===== config.mk =====
export PLATFORM = sky130hd
export DESIGN_NAME = limitador_tentativas
export DESIGN_NICKNAME = d
export VERILOG_FILES = /design/src/rtl/limitador_pkg.sv /design/src/rtl/slot_tentativa.sv /design/src/rtl/limitador_tentativas.sv
export SDC_FILE = /design/constraint.sdc
export NUM_CORES = 1
export LEC_CHECK = 0
export ABC_AREA = 1
export CELL_PAD_IN_SITES_DETAIL_PLACEMENT = 2
export CELL_PAD_IN_SITES_GLOBAL_PLACEMENT = 2
export CORE_MARGIN = 2
export CORE_UTILIZATION = 36
export CTS_BUF_LIST = sky130_fd_sc_hd__clkbuf_4 sky130_fd_sc_hd__clkbuf_8
export DETAILED_ROUTE_END_ITERATION = 10
export PLACE_DENSITY = 0.86
export SLEW_MARGIN = 5
export SYNTH_ARGS = -nofsm -noshare
export SYNTH_HDL_FRONTEND = slang
export SYNTH_SLANG_ARGS = --single-unit

===== constraint.sdc =====
create_clock -name clk -period 4.7 [get_ports clk]
set_input_delay 1.41 -clock clk [delete_from_list [all_inputs] [get_ports clk]]
set_output_delay 1.41 -clock clk [all_outputs]
set_load 0.02 [all_outputs]

===== src/rtl/limitador_pkg.sv =====
// rtl/limitador_pkg.sv - shared state type and width helpers for the failed-attempt limiter
package limitador_pkg;

    typedef enum logic [0:0] {
        ATIVO   = 1'b0,
        EJETADO = 1'b1
    } estado_t;

    function automatic int largura_janela(input int janela);
        return $clog2(janela + 1);
    endfunction

    function automatic int largura_contagem(input int max_tent);
        return $clog2(max_tent + 1);
    endfunction

endpackage


===== src/rtl/slot_tentativa.sv =====
// rtl/slot_tentativa.sv - one failure slot: saturating down-counter, free when zero
module slot_tentativa
    import limitador_pkg::*;
#(
    parameter int JANELA = 15
) (
    input  logic                              clk,
    input  logic                              rst,
    input  logic                              carregar,
    input  logic                              limpar,
    output logic [largura_janela(JANELA)-1:0] valor,
    output logic                              livre
);

    localparam int            JW    = largura_janela(JANELA);
    localparam logic [JW-1:0] CARGA = JW'(JANELA);
    localparam logic [JW-1:0] UM    = JW'(1);

    always_ff @(posedge clk) begin
        if (rst || limpar) begin
            valor <= '0;
        end else if (carregar) begin
            valor <= CARGA;
        end else if (valor != '0) begin
            valor <= valor - UM;
        end
    end

    assign livre = (valor == '0);

endmodule


===== src/rtl/limitador_tentativas.sv =====
// rtl/limitador_tentativas.sv - sliding-window failure limiter with lockout; LIMITADOR_TIMEOUT_BLOQUEIO_EN adds lockout timeout
module limitador_tentativas
    import limitador_pkg::*;
#(
    parameter int MAX_TENT = 3,
    parameter int JANELA   = 15,
    parameter int BLOQUEIO = 255
) (
    input  logic                                  clk,
    input  logic                                  rst,
    input  logic                                  saidaComparador,
    input  logic                                  acerto,
    input  logic                                  liberar,
    output logic                                  ejeta,
    output logic [largura_contagem(MAX_TENT)-1:0] tentativas_ativas
);

    localparam int            JW     = largura_janela(JANELA);
    localparam int            CW     = largura_contagem(MAX_TENT);
    localparam logic [JW-1:0] JW_UM  = JW'(1);

    if (MAX_TENT < 1) begin : g_erro_max_tent
        $error("MAX_TENT must be >= 1");
    end
    if (JANELA < 1) begin : g_erro_janela
        $error("JANELA must be >= 1");
    end
    if (BLOQUEIO < 1) begin : g_erro_bloqueio
        $error("BLOQUEIO must be >= 1");
    end

    estado_t             estado;
    logic                sai_q;
    logic                evento;
    logic                ativo;
    logic                aceita;
    logic                zera;
    logic                ev_valido;
    logic                tem_livre;
    logic                entra_bloqueio;
    logic [MAX_TENT-1:0] livre_v;
    logic [MAX_TENT-1:0] alvo;
    logic [MAX_TENT-1:0] carregar_v;
    logic [MAX_TENT-1:0] limpar_v;
    logic [MAX_TENT-1:0] prox_vivo;
    logic [JW-1:0]       valor_v [MAX_TENT];
    logic [CW-1:0]       soma;

    assign evento    = saidaComparador & ~sai_q;
    assign ativo     = (estado == ATIVO);
    // liberar outranks acerto and events, so neither is processed on a release edge
    assign aceita    = ativo & ~liberar;
    assign zera      = aceita & acerto;
    assign ev_valido = aceita & evento;
    assign tem_livre = |livre_v;
    assign entra_bloqueio = ev_valido & ~zera & ~tem_livre;

    always_comb begin
        alvo = '0;
        for (int i = MAX_TENT - 1; i >= 0; i--) begin
            if (livre_v[i]) begin
                alvo    = '0;
                alvo[i] = 1'b1;
            end
        end
    end

    // after acerto the pool is empty, so a same-cycle event lands in slot 0
    always_comb begin
        carregar_v = '0;
        limpar_v   = '0;
        if (!ativo || entra_bloqueio) begin
            limpar_v = '1;
        end else if (zera) begin
            carregar_v[0] = ev_valido;
            limpar_v      = ~carregar_v;
        end else if (ev_valido) begin
            carregar_v = alvo;
        end
    end

    for (genvar i = 0; i < MAX_TENT; i++) begin : g_slot
        slot_tentativa #(
            .JANELA (JANELA)
        ) u_slot (
            .clk      (clk),
            .rst      (rst),
            .carregar (carregar_v[i]),
            .limpar   (limpar_v[i]),
            .valor    (valor_v[i]),
            .livre    (livre_v[i])
        );
    end

    // count is taken from the slot values about to be written, so it moves on the same edge
    always_comb begin
        prox_vivo = '0;
        soma      = '0;
        for (int i = 0; i < MAX_TENT; i++) begin
            prox_vivo[i] = ~limpar_v[i] & (carregar_v[i] | (valor_v[i] > JW_UM));
            soma         = soma + CW'(prox_vivo[i]);
        end
    end

`ifdef LIMITADOR_TIMEOUT_BLOQUEIO_EN
    localparam int            BW      = largura_contagem(BLOQUEIO);
    localparam logic [BW-1:0] B_CARGA = BW'(BLOQUEIO);
    localparam logic [BW-1:0] B_UM    = BW'(1);

    logic [BW-1:0] cont_bloq;

    always_ff @(posedge clk) begin
        if (rst) begin
            cont_bloq <= '0;
        end else if (entra_bloqueio) begin
            cont_bloq <= B_CARGA;
        end else if (!ativo && cont_bloq != '0) begin
            cont_bloq <= cont_bloq - B_UM;
        end
    end
`endif

    // the edge register also tracks during reset: a level already high at release is not an event
    always_ff @(posedge clk) begin
        sai_q <= saidaComparador;
        if (rst) begin
            estado            <= ATIVO;
            tentativas_ativas <= '0;
        end else begin
            tentativas_ativas <= soma;
            if (liberar) begin
                estado <= ATIVO;
            end else if (entra_bloqueio) begin
                estado <= EJETADO;
`ifdef LIMITADOR_TIMEOUT_BLOQUEIO_EN
            end else if (!ativo && cont_bloq == B_UM) begin
                estado <= ATIVO;
`endif
            end
        end
    end

    assign ejeta = (estado == EJETADO);

endmodule

== After elaboration in Yosys (flattened, before gate mapping) ==
Cells that the tools add are included.
Word-level totals
  input port bits: 5
  word-level logic and storage cells: 65
  register bits: 16
Operators by class
  mux-type cells: 15
  bitwise gates (word level): 21
  reductions and logical operators: 15
  magnitude comparators: 3
  add/subtract/negate cells: 5
Operator list (count)
  $mux 4: 6
  $mux 3: 7
  $gt 4x1->1 const B: 3
  $logic_not 4->1: 3
  $reduce_bool 4->1: 3
  $sub 4x1->4 const B: 3
  $and 1x1->1: 9
  $not 1->1: 8
  $reduce_bool 2->1: 3
  $logic_or 1x1->1: 4
  $not 1->3: 1
  $or 1x1->1: 3
  $reduce_or 3->1: 1
  $add 1x1->2: 1
  $add 2x1->2: 1
  $mux 2: 1
  $reduce_or 2->1: 1
  $mux 1: 1

== Depth between registers and ports, before layout ==
  depth after elaboration: 12
  depth in mapped cells: 12
  mapped depth without buffers: 12

== By module ==
Synthesis repeated with hierarchy kept, for this count alone.
Unflattened totals
  cells, all modules: 156
  area, all modules: 1036.0 µm²
Modules (own cells, without submodules)
  slot_tentativa: instances 3, area an instance 232.7 µm², sequential area each 80.1 µm², cells an instance 35
  limitador_tentativas: instances 1, area an instance 337.8 µm², sequential area each 80.1 µm², cells an instance 51

== Least setup slack after synthesis ==
No wires, ideal clock.
  kind: input to register
  start point: in liberar
  end point: reg tentativas_ativas[0]
  cell stages on the path: 9
  data arrival time: 2.677 ns
  library setup time: 0.064 ns
  slack: 1.959 ns
  cell sequence: nor2_2 nand3_1 nor2_1 nand2_4 nand3_1 nor2_1 fa_1 inv_1 nor2_1
On the way
  cells in the longest elaborated chain, start to end: 12
  elaborated cells on any way between the ends: 26
  classes of those cells: add/sub (2); mux (6); bitwise (17); reduce/logical (1)
RTL lines
  from (decl): RTL line limitador_tentativas.sv:13  | input logic liberar,
  $not 1->1 *: RTL line limitador_tentativas.sv:52  | assign aceita = ativo & ~liberar;
  $and 1x1->1 *: RTL line limitador_tentativas.sv:52
  $and 1x1->1: RTL line limitador_tentativas.sv:53  | assign zera = aceita & acerto;
  $not 1->1: RTL line limitador_tentativas.sv:56  | assign entra_bloqueio = ev_valido & ~zera & ~tem_livre;
  $and 1x1->1 (2 in series): RTL line limitador_tentativas.sv:56
  $logic_or 1x1->1: RTL line limitador_tentativas.sv:72  | if (!ativo || entra_bloqueio) begin
  $mux 3: RTL line limitador_tentativas.sv:72
  $or 1x1->1 / $not 1->1 (equally long branches): RTL line limitador_tentativas.sv:100  | prox_vivo[i] = ~limpar_v[i] & (carregar_v[i] | (valor_v[i] > JW_UM));
  $and 1x1->1: RTL line limitador_tentativas.sv:100
  $add 1x1->2: RTL line limitador_tentativas.sv:101  | soma = soma + CW'(prox_vivo[i]);
  $add 2x1->2 *: RTL line limitador_tentativas.sv:101
  net soma[0]: RTL line limitador_tentativas.sv:47  | logic [CW-1:0] soma;
  to (signal assigned): RTL line limitador_tentativas.sv:130  | tentativas_ativas <= soma;
  to (decl): RTL line limitador_tentativas.sv:15  | output logic [largura_contagem(MAX_TENT)-1:0] tentativas_ativas
The timed path passes the listed nets; every way through them passes the cells marked *.
A chain may end at the register's enable or synchronous reset.

== Final worst setup path ==
  start point: in saidaComparador
  end point: reg tentativas_ativas[0]
On the way
  cells in the longest elaborated chain, start to end: 10
  elaborated cells on any way between the ends: 23
  classes of those cells: add/sub (2); mux (6); bitwise (14); reduce/logical (1)
RTL lines
  from (decl): RTL line limitador_tentativas.sv:11  | input logic saidaComparador,
  $and 1x1->1 *: RTL line limitador_tentativas.sv:49  | assign evento = saidaComparador & ~sai_q;
  $and 1x1->1 *: RTL line limitador_tentativas.sv:54  | assign ev_valido = aceita & evento;
  $and 1x1->1 (2 in series): RTL line limitador_tentativas.sv:56
  $logic_or 1x1->1: RTL line limitador_tentativas.sv:72
  $mux 3: RTL line limitador_tentativas.sv:72
  $or 1x1->1 / $not 1->1 (equally long branches): RTL line limitador_tentativas.sv:100
  $and 1x1->1: RTL line limitador_tentativas.sv:100
  $add 1x1->2: RTL line limitador_tentativas.sv:101
  $add 2x1->2 *: RTL line limitador_tentativas.sv:101
  net soma[0]: RTL line limitador_tentativas.sv:47
Marked as above.

==> impl_metrics.ini <==
[run_status]
status = finished, final reports clean

[clocking]
cts_buffer_depth = 2
clock_latency_ns = 0.30
cts_buffers = 3
cts_hold_buf = 0
post_cts_buffers = 0
post_cts_resized = 0
cts_tree = done
htreeDepth = 1
clk_pin_slew_ns = 0.11
clock_sink_count = 16
cts_root_buf = clkbuf_4

[pwr]
p_int_uw = 411
ir_drop_uv = 285
p_sw_share_pct = 49.2
power.density_nw_per_um2 = 715
p_switching_uw = 398
pwr-share-seq_pct = 26.9
p_clk_share_pct = 12.1
leakage_uw = 0.000573
design_power_total_uw = 809
combPwrFrac_pct = 61.0

[drt]
vias = 902
drt_iter0_markers = 14
vias_per_cell = 4.98
ant_nets = 0
firstDrtPassIters = 2
wire_per_inst_microns = 14.8
route.detailed.drc = 0
wirelength_mm = 2.68

[timing]
finalHoldViolations = 0
worst_slack_ns = 1.56
slew_violations = 0
rsz0062_at_grt = no
finalCriticalPeriod_ns = 3.14
skew_ns = 0.0107
fin_crit_sh_pct = 66.9
finalSetupTns_ns = 0
max_freq_mhz = 318
tightestPinTransition_ns = 0.284
setup_viol = 0
slew_headroom_pct = 81.1

[place]
dpl_worst_slack_ns = 1.22
io_buffers = 7
gp_congestion = 0.747
dp_hpwl_mm = 2.21
dpl_cell_area_sq_um = 1090
dpl.cell_count = 177

[synth]
synth_area_leaders = dfxtp_1, nor2_1, inv_1, nand2_1, ha_1
synth_top_area_share_pct = 32.4
synth_area_per_cell_sq_um = 7.05
ys_ff_latch = 16
syn_inst = 140
syn_nets = 152
ys_warn_count = 0
syn-cell-area_sq_um = 987
synth-seq-area-share_pct = 32.4
synth_top_area_cell = dfxtp_1
ys_types = 23

[global_routing]
grt_pass1_vias = 985
grt_pass1_wl_mm = 4.80
grtUsageTotal_pct = 19.3
top_usage_layer = met2
overflow = 0
met3_usage_pct = 4.84
grt_max_degree = 10
antenna_found_initial = 0
gr-usage-met1_pct = 24.8
use_met2_pct = 33.1

[die]
rows = 18
core_area_sq_um = 2540
die_area_sq_um = 3180
die_x_microns = 56.4
start_util_pct = 38.8
ioPinCount = 8
die_y_microns = 56.4

[run]
drv_cap = 0

[setup_path]
worstPathMaxFanout = 5
r2r_cells = 11
critPathKind = primary input to flop
end_kind = flop
crit_required_ns = 4.95
crit_path_start_kind = primary input
arrival_ns = 3.40

[cells_and_area]
final_area_sq_um = 1130
stdcell_count = 181
syn2layout_area_growth_pct = 14.6
n_antenna_cell = 0
drive_gt1_share_pct = 11.9
final_nets = 164

[min_path]
hp-class = flop to flop
hold_depth = 4
## cells in the final DEF (no fill, tap or decap)
cell / synthesis / final
inv_1: 24 / 24
nand3_1: 9 / 9
nor2_2: 1 / 1
o21ai_0: 6 / 6
o211ai_1: 1 / 1
nand4_4: 1 / 1
ha_1: 6 / 6
nor3_2: 1 / 1
a21oi_1: 5 / 5
nand4_1: 1 / 1
inv_2: 2 / 2
clkdlybuf4s50_1: 0 / 7
nor2_4: 2 / 2
dfxtp_1: 16 / 16
nand2_2: 2 / 2
xor2_1: 3 / 3
clkbuf_4: 0 / 3
fa_1: 1 / 1
or2_2: 1 / 1
nand2_1: 21 / 21
clkbuf_8: 0 / 1
a22oi_1: 1 / 1
nand4_2: 1 / 1
nand2_4: 3 / 3
nor3_1: 2 / 2
nor2_1: 30 / 30
## worst max-delay path, stage by stage
cell and delay (ns):
clkdlybuf4s50_1 0.47, inv_1 0.05, nor2_1 0.13, nand3_1 0.15, nor2_1 0.22, nand2_4 0.11
nand3_1 0.12, nor2_1 0.08, fa_1 0.55, inv_1 0.04, nor2_1 0.07
## layout make-up
cell class                 count  area [sq um]
inverter                      26          97.6
multi-input combinational     98           569
tap                           30          37.5
sequential                    16           320
clock buffer                   4          36.3
fill                         321          1410
timing repair buffer           7          70.1
## registers in the layout (all words and copies together), names as in the netlist
name	cells
g_slot.u_slot.valor	12
ejeta	1
tentativas_ativas	2
sai_q	1
## path summary, 6_finish.rpt
check,startpoint,end,slack [ns]
setup / recovery,saidaComparador,tentativas_ativas[0],1.56
setup reg to reg,g_slot[2].u_slot.valor[0],tentativas_ativas[0],2.51
hold / removal,g_slot[0].u_slot.valor[0],g_slot[0].u_slot.valor[0],0.61
hold reg to reg,g_slot[0].u_slot.valor[0],g_slot[0].u_slot.valor[0],0.61
## cell usage after synthesis
master	number
a21oi_1	5
a22oi_1	1
dfxtp_1	16
fa_1	1
ha_1	6
inv_1	24
inv_2	2
nand2_1	21
nand2_2	2
nand2_4	3
nand3_1	9
nand4_1	1
nand4_2	1
nand4_4	1
nor2_1	30
nor2_2	1
nor2_4	2
nor3_1	2
nor3_2	1
o211ai_1	1
o21ai_0	6
or2_2	1
xor2_1	3
## layer usage
metal,wire [microns],vias up
li1,-,454
met1,1260,436
met2,1320,10
met3,85,2
met4,10,0
met5,0,-
## power by group through the flow
stage / sequential (uW) / clock (uW) / combinational [uW]
after global placement: 217 / 0 / 460
after global routing: 226 / 109 / 578
after floorplan: 218 / 0 / 368
final: 218 / 98.0 / 493
after detailed placement: 221 / 0 / 503
after CTS: 218 / 103 / 505
## through the flow
| step | util, % | hold WS, ns |
|---|---|---|
| after detailed placement | 43.0 | 0.599 |
| after CTS | 44.4 | 0.622 |
| after floorplan | - | 0.538 |
| after global placement | 43.0 | 0.577 |
| final | 44.4 | 0.614 |
| after global routing | 44.4 | 0.667 |
## kinds of logic after synthesis
group	count (synthesis)	share of synthesized area, %
simple gates	75	38.3
buf+inv	26	9.89
flops	16	32.4
compound gates	13	7.10
fa+ha+maj	7	9.63
xor+xnor	3	2.66
No activity file was read; power rests on OpenSTA's default activity.
